`config.mk`:
```
export PLATFORM = sky130hd
export DESIGN_NAME = module_bin_bcd
export DESIGN_NICKNAME = d
export VERILOG_FILES = /design/src/rtl/module_bin_bcd.sv
export SDC_FILE = /design/constraint.sdc
export NUM_CORES = 1
export LEC_CHECK = 0
export CAP_MARGIN = 40
export CORE_MARGIN = 2
export CORE_UTILIZATION = 56
export CTS_BUF_LIST = sky130_fd_sc_hd__clkbuf_4 sky130_fd_sc_hd__clkbuf_8
export DETAILED_ROUTE_END_ITERATION = 8
export PLACE_DENSITY = 0.82
export SYNTH_ARGS = -nofsm -noshare
export SYNTH_HDL_FRONTEND = slang
export SYNTH_SLANG_ARGS = --single-unit
export TNS_END_PERCENT = 10
```
`constraint.sdc`:
```
create_clock -name clk -period 2 [get_ports clk]
set_input_delay 0.2 -clock clk [delete_from_list [all_inputs] [get_ports clk]]
set_output_delay 0.2 -clock clk [all_outputs]
set_load 0.05 [all_outputs]
```
`src/rtl/module_bin_bcd.sv`:
```
// Iterative binary-to-BCD converter (shift-and-add-3) feeding the 7-segment path.
// Optional build macro DESBORDE_FLAG_EN adds the registered `desborde` overflow flag.
module module_bin_bcd #(
    parameter int WIDTH   = 14,
    parameter int MAX_VAL = 9999
) (
    input  logic             clk,
    input  logic             rst,
    input  logic [WIDTH-1:0] bin_input,
    input  logic             inicio,
    output logic             ocupado,
    output logic             listo,
    output logic [3:0]       unidades,
    output logic [3:0]       decenas,
    output logic [3:0]       centenas,
    output logic [3:0]       milesimas,
`ifdef DESBORDE_FLAG_EN
    output logic             desborde,
`endif
    output logic [1:0]       estado_dbg
);

    localparam int CNT_W = $clog2(WIDTH + 1);
    localparam logic [31:0] MAX_U = 32'(MAX_VAL);
    localparam logic [WIDTH-1:0] MAX_W = WIDTH'(MAX_VAL);

    // Handshake: inicio is a request sampled only in IDLE; ocupado is high from the
    // accepting edge until the DONE edge; listo is a one-cycle strobe marking new digits.
    typedef enum logic [1:0] {
        IDLE  = 2'd0,
        SHIFT = 2'd1,
        DONE  = 2'd2
    } state_t;

    state_t           state_q, state_d;
    logic [WIDTH-1:0] bin_q, bin_d;
    logic [15:0]      scratch_q, scratch_d;
    logic [CNT_W-1:0] cnt_q, cnt_d;
    logic             ocupado_q, ocupado_d;
    logic             listo_q, listo_d;
    logic [15:0]      digits_q, digits_d;
    logic             over_range;
    logic [15:0]      corrected;
`ifdef DESBORDE_FLAG_EN
    logic             ovf_q, ovf_d;
    logic             desborde_q, desborde_d;
`endif

    function automatic logic [15:0] add3(input logic [15:0] s);
        logic [15:0] r;
        r = s;
        for (int i = 0; i < 4; i++) begin
            if (s[4*i +: 4] >= 4'd5) begin
                r[4*i +: 4] = s[4*i +: 4] + 4'd3;
            end
        end
        return r;
    endfunction

    assign over_range = 32'(bin_input) > MAX_U;
    assign corrected  = add3(scratch_q);

    always_comb begin
        state_d   = state_q;
        bin_d     = bin_q;
        scratch_d = scratch_q;
        cnt_d     = cnt_q;
        ocupado_d = ocupado_q;
        listo_d   = 1'b0;
        digits_d  = digits_q;
`ifdef DESBORDE_FLAG_EN
        ovf_d      = ovf_q;
        desborde_d = desborde_q;
`endif
        case (state_q)
            IDLE: begin
                if (inicio) begin
                    bin_d     = over_range ? MAX_W : bin_input;
                    scratch_d = 16'd0;
                    cnt_d     = CNT_W'(WIDTH);
                    ocupado_d = 1'b1;
                    state_d   = SHIFT;
`ifdef DESBORDE_FLAG_EN
                    ovf_d     = over_range;
`endif
                end
            end
            SHIFT: begin
                // Correct first, then shift the binary MSB into the BCD scratch.
                {scratch_d, bin_d} = {corrected, bin_q} << 1;
                cnt_d = cnt_q - CNT_W'(1);
                if (cnt_q == CNT_W'(1)) begin
                    state_d = DONE;
                end
            end
            DONE: begin
                digits_d  = scratch_q;
                listo_d   = 1'b1;
                ocupado_d = 1'b0;
                state_d   = IDLE;
`ifdef DESBORDE_FLAG_EN
                desborde_d = ovf_q;
`endif
            end
            default: begin
                state_d   = IDLE;
                ocupado_d = 1'b0;
            end
        endcase
    end

    always_ff @(posedge clk or negedge rst) begin
        if (!rst) begin
            state_q   <= IDLE;
            bin_q     <= '0;
            scratch_q <= 16'd0;
            cnt_q     <= '0;
            ocupado_q <= 1'b0;
            listo_q   <= 1'b0;
            digits_q  <= 16'd0;
`ifdef DESBORDE_FLAG_EN
            ovf_q      <= 1'b0;
            desborde_q <= 1'b0;
`endif
        end else begin
            state_q   <= state_d;
            bin_q     <= bin_d;
            scratch_q <= scratch_d;
            cnt_q     <= cnt_d;
            ocupado_q <= ocupado_d;
            listo_q   <= listo_d;
            digits_q  <= digits_d;
`ifdef DESBORDE_FLAG_EN
            ovf_q      <= ovf_d;
            desborde_q <= desborde_d;
`endif
        end
    end

    assign ocupado    = ocupado_q;
    assign listo      = listo_q;
    assign unidades   = digits_q[3:0];
    assign decenas    = digits_q[7:4];
    assign centenas   = digits_q[11:8];
    assign milesimas  = digits_q[15:12];
    assign estado_dbg = state_q;
`ifdef DESBORDE_FLAG_EN
    assign desborde   = desborde_q;
`endif

endmodule
```
==> impl_results.md <==
* Mean area per synthesized cell at 10.3 um^2
* Comb power frac at 46.7%
* Mapped Cells at 249
* Core ar. at 0.00438 mm^2
* HP Class: primary input to async pin
* Clock Power Share at between 10% and 20%
* Setup repair bufs after CTS at 0
* Switching share of power at 41.4%
* Power density over cell area at 1640 mW/mm^2
* R2R Path Start: estado_dbg[1]
* Required @ worst endpoint at about 1800 ps
* Failing checks: hold timing
* Hold-fix buffers, CTS at 0
* Setup TNS at 0 ps
* Number of buffers added on ports at 36
* Num rows at 24
* CTS Buffer Depth at 2
* # fillers at between 300 and 400
* Vias in the first global route at between 1,500 and 2,000
* Synthesized Nets at roughly 280
* Share of cells above drive strength 1 at 5.99%
* Relative slew slack at 52.2%
* Top-area cell type share of the netlist area at between 50% and 60%
* IO Count at 37
* Final setup fails at 0
* Clk slew on worst S/H paths at 90 ps
* RR Endpoint: scratch_q[10]
* Largest net degree at the start of global routing at 55
* DRC viols at 0
* Chip Width at 71.8 um
* VDD IR-drop max at 0.00111 V
* Setup ws final at 123 ps
* Dpl ws at 212 ps
* Initial Util at 58.7%
* Die height at 71.8 um
* Max cap viols at 0
* Slowest CP cell: clkdlybuf4s50_1
* TritonRoute pass-1 iters at 4
* Synth Cell Area at around 0.0026 mm^2
* Die ar. at approximately 0.0052 mm^2
* Footprint of the multi-input gates at 0.00105 mm^2
* Most frequent cells in the layout: 54 x dfrtp_1, 35 x clkdlybuf4s50_1, 27 x inv_1, 27 x nand2_1, 22 x o21ai_0
* WL/cell at 14.8 um
* H-tree level count at 2
* Final Hold Fails at 5
* CTS Buf Count at 5
* Crit path DAT at approximately 1700 ps
* F_max at roughly 0.53 GHz
* Critical Path Source Type: register
* GR Overflow Total at 0
* TritonCTS clock tree: built
* Cell family with most CP delay: buffers and inverters
* Total Wirelength at 4.98 mm
* Layout area overhead at 20.6%
* CP Buf/Inv Count at 1
* Largest cells by area after synthesis: dfrtp_1 53%, ha_1 4.9%, o21ai_0 4.3%
* Flop pwr share at 35.9%
* RSZ-0062 raised after global routing: no
* Slowest cell delay on critical path at 860 ps
* Number of gates resized after cts at 0
* Crit path time final at 1880 ps
* Global-route wire length before repair at between 8 and 9 mm
* Slew Limit Fails at 0
* Synth warn at 0
* WHS at -6.99 ps
* Final Cycle Share at 93.9%
* Inserted Diodes at 0
* Vias/cell at 5.85
* Clock root buffer: clkbuf_8
* Netlist cell types at 40
* Clock skew at 5.00 ps
* Post-route ant nets at 0
* Register area share after synthesis at a little over half
* Vias at 1,966
* Clock Sinks at 54
* DRT iter0 DRCs at about 170
* CP Max Fanout at 11
* Gr usage total at 21.5%
* Least-Margin Pin Slew at 718 ps
* Leak pwr at 1.38 nW
* Commonest non-fill, non-tap cell in the layout: dfrtp_1
* Outcome: complete, but fails checks
* FF+latch count, synth at 54
* R2R setup slack at 340 ps
* Reg2reg path depth at 2
* Cell Chain, Critical Path: clkdlybuf4s50_1
* Cell accounting for the most synthesized area: dfrtp_1
* Clk_lat worst skew at 310 ps
* Cell Int Power at 0.00298 W
* Initial antenna violation count at 0
* Routability congestion estimate at 0.821
* Critical path type: register to output port
* Post-DP HPWL at 3.47 mm
* Crit path capture type: output port
* Layout Nets at just over 300
* Sw Pwr at 0.00211 W
* Storage cell area at between 0.001 and 0.0015 mm^2
==> stage by stage <==
| step | std cells | cell area [um^2] | power, W | utilization [%] |
|---|---|---|---|---|
| 2_1_floorplan | 249 | 2570 | 0.00357 | - |
| 3_3_place_gp | 328 | 2960 | 0.00412 | 67.6 |
| 3_5_place_dp | 328 | 2960 | 0.00422 | 67.6 |
| 4_1_cts | 336 | 3100 | 0.00512 | 70.8 |
| 5_1_grt | 336 | 3100 | 0.00543 | 70.8 |
| 6_report | 336 | 3100 | 0.00509 | 70.8 |
==> power by group through the flow <==
stage / Combinational [W] / Sequential (W) / Clock [W]
4_1_cts: 0.00240 / 0.00183 / 0.000896
5_1_grt: 0.00261 / 0.00188 / 0.000941
3_5_place_dp: 0.00237 / 0.00185 / 0
2_1_floorplan: 0.00137 / 0.00220 / 0
3_3_place_gp: 0.00229 / 0.00182 / 0
6_report: 0.00238 / 0.00183 / 0.000883
==> Yosys cell counts <==
cell and n:
nor3_1 4, a311oi_1 1, a32o_1 4, o2111ai_1 8, o21ai_1 1, a311oi_4 1, inv_1 27, nor2_1 6
or3b_1 1, a22o_1 2, ha_1 10, or4_4 1, o22ai_1 6, o21bai_1 1, o21a_1 5, a22oi_1 5
nand2b_1 4, buf_2 8, a31oi_1 3, nor2b_1 5, a21oi_1 4, o311ai_0 4, clkbuf_1 5, a211oi_1 2
o31ai_1 8, and3_1 1, o21ba_2 1, and2_1 1, o221ai_1 4, and4_1 1, nand3b_1 1, a21o_1 2
a221o_1 1, nor3b_1 1, o21ai_0 22, xnor2_1 3, nand2_1 27, buf_6 1, dfrtp_1 54, o32ai_1 3
==> per-layer routing <==
metal | global-route usage, % | up-vias | part of all wire [%]
met2 | 35.8 | 51 | 49
met3 | 4.36 | 6 | 4.0
met1 | 28.0 | 940 | 46
met4 | 7.55 | 0 | 1.2
met5 | 0 | - | 0
li1 | - | 969 | -
==> worst max-delay path by stage <==
| stage | cells after the start | slack (ps) | from | endpoint |
|---|---|---|---|---|
| floorplan | 5 | 280 | estado_dbg[0] | bin_q[1] |
| global placement | 4 | 240 | inicio | bin_q[1] |
| detailed placement | 4 | 210 | inicio | bin_q[3] |
| CTS | 1 | 100 | estado_dbg[1] | estado_dbg[1] |
| global route | 1 | 40 | estado_dbg[1] | estado_dbg[1] |
| finish | 1 | 120 | estado_dbg[1] | estado_dbg[1] |
==> layout make-up <==
cell class              count  share of cell area (%)
inverters                  27                    3.26
multi-input cells         154                    33.9
well taps                  52                    2.10
repair buffers             41                    12.7
clock inverters             2                    1.93
clock buffers               6                    2.66
flip-flops and latches     54                    43.5
==> worst register-to-register path: stages, from the launching register on <==
cell	delay (ps)
dfrtp_1	490
nand2b_1	520
o311ai_0	530
==> logic make-up (layout without fill, tap and decap cells) <==
family	after synthesis	after routing	share of synthesized area [%]
AOI/OAI and AO/OA	88	88	25.0
DFF	54	54	52.5
buffers and inverters	41	76	6.66
xor gates and xnor gates	3	3	1.02
adders and majority gates	10	10	4.86
and+or+nand+nor	53	53	9.97
==> state kept, by name (all words and copies together) (netlist names) <==
| register | flops |
|---|---|
| listo | 1 |
| ocupado | 1 |
| digits_q | 16 |
| bin_q | 14 |
| cnt_q | 4 |
| estado_dbg | 2 |
| scratch_q | 16 |
Power figures use the tool's default switching activity.
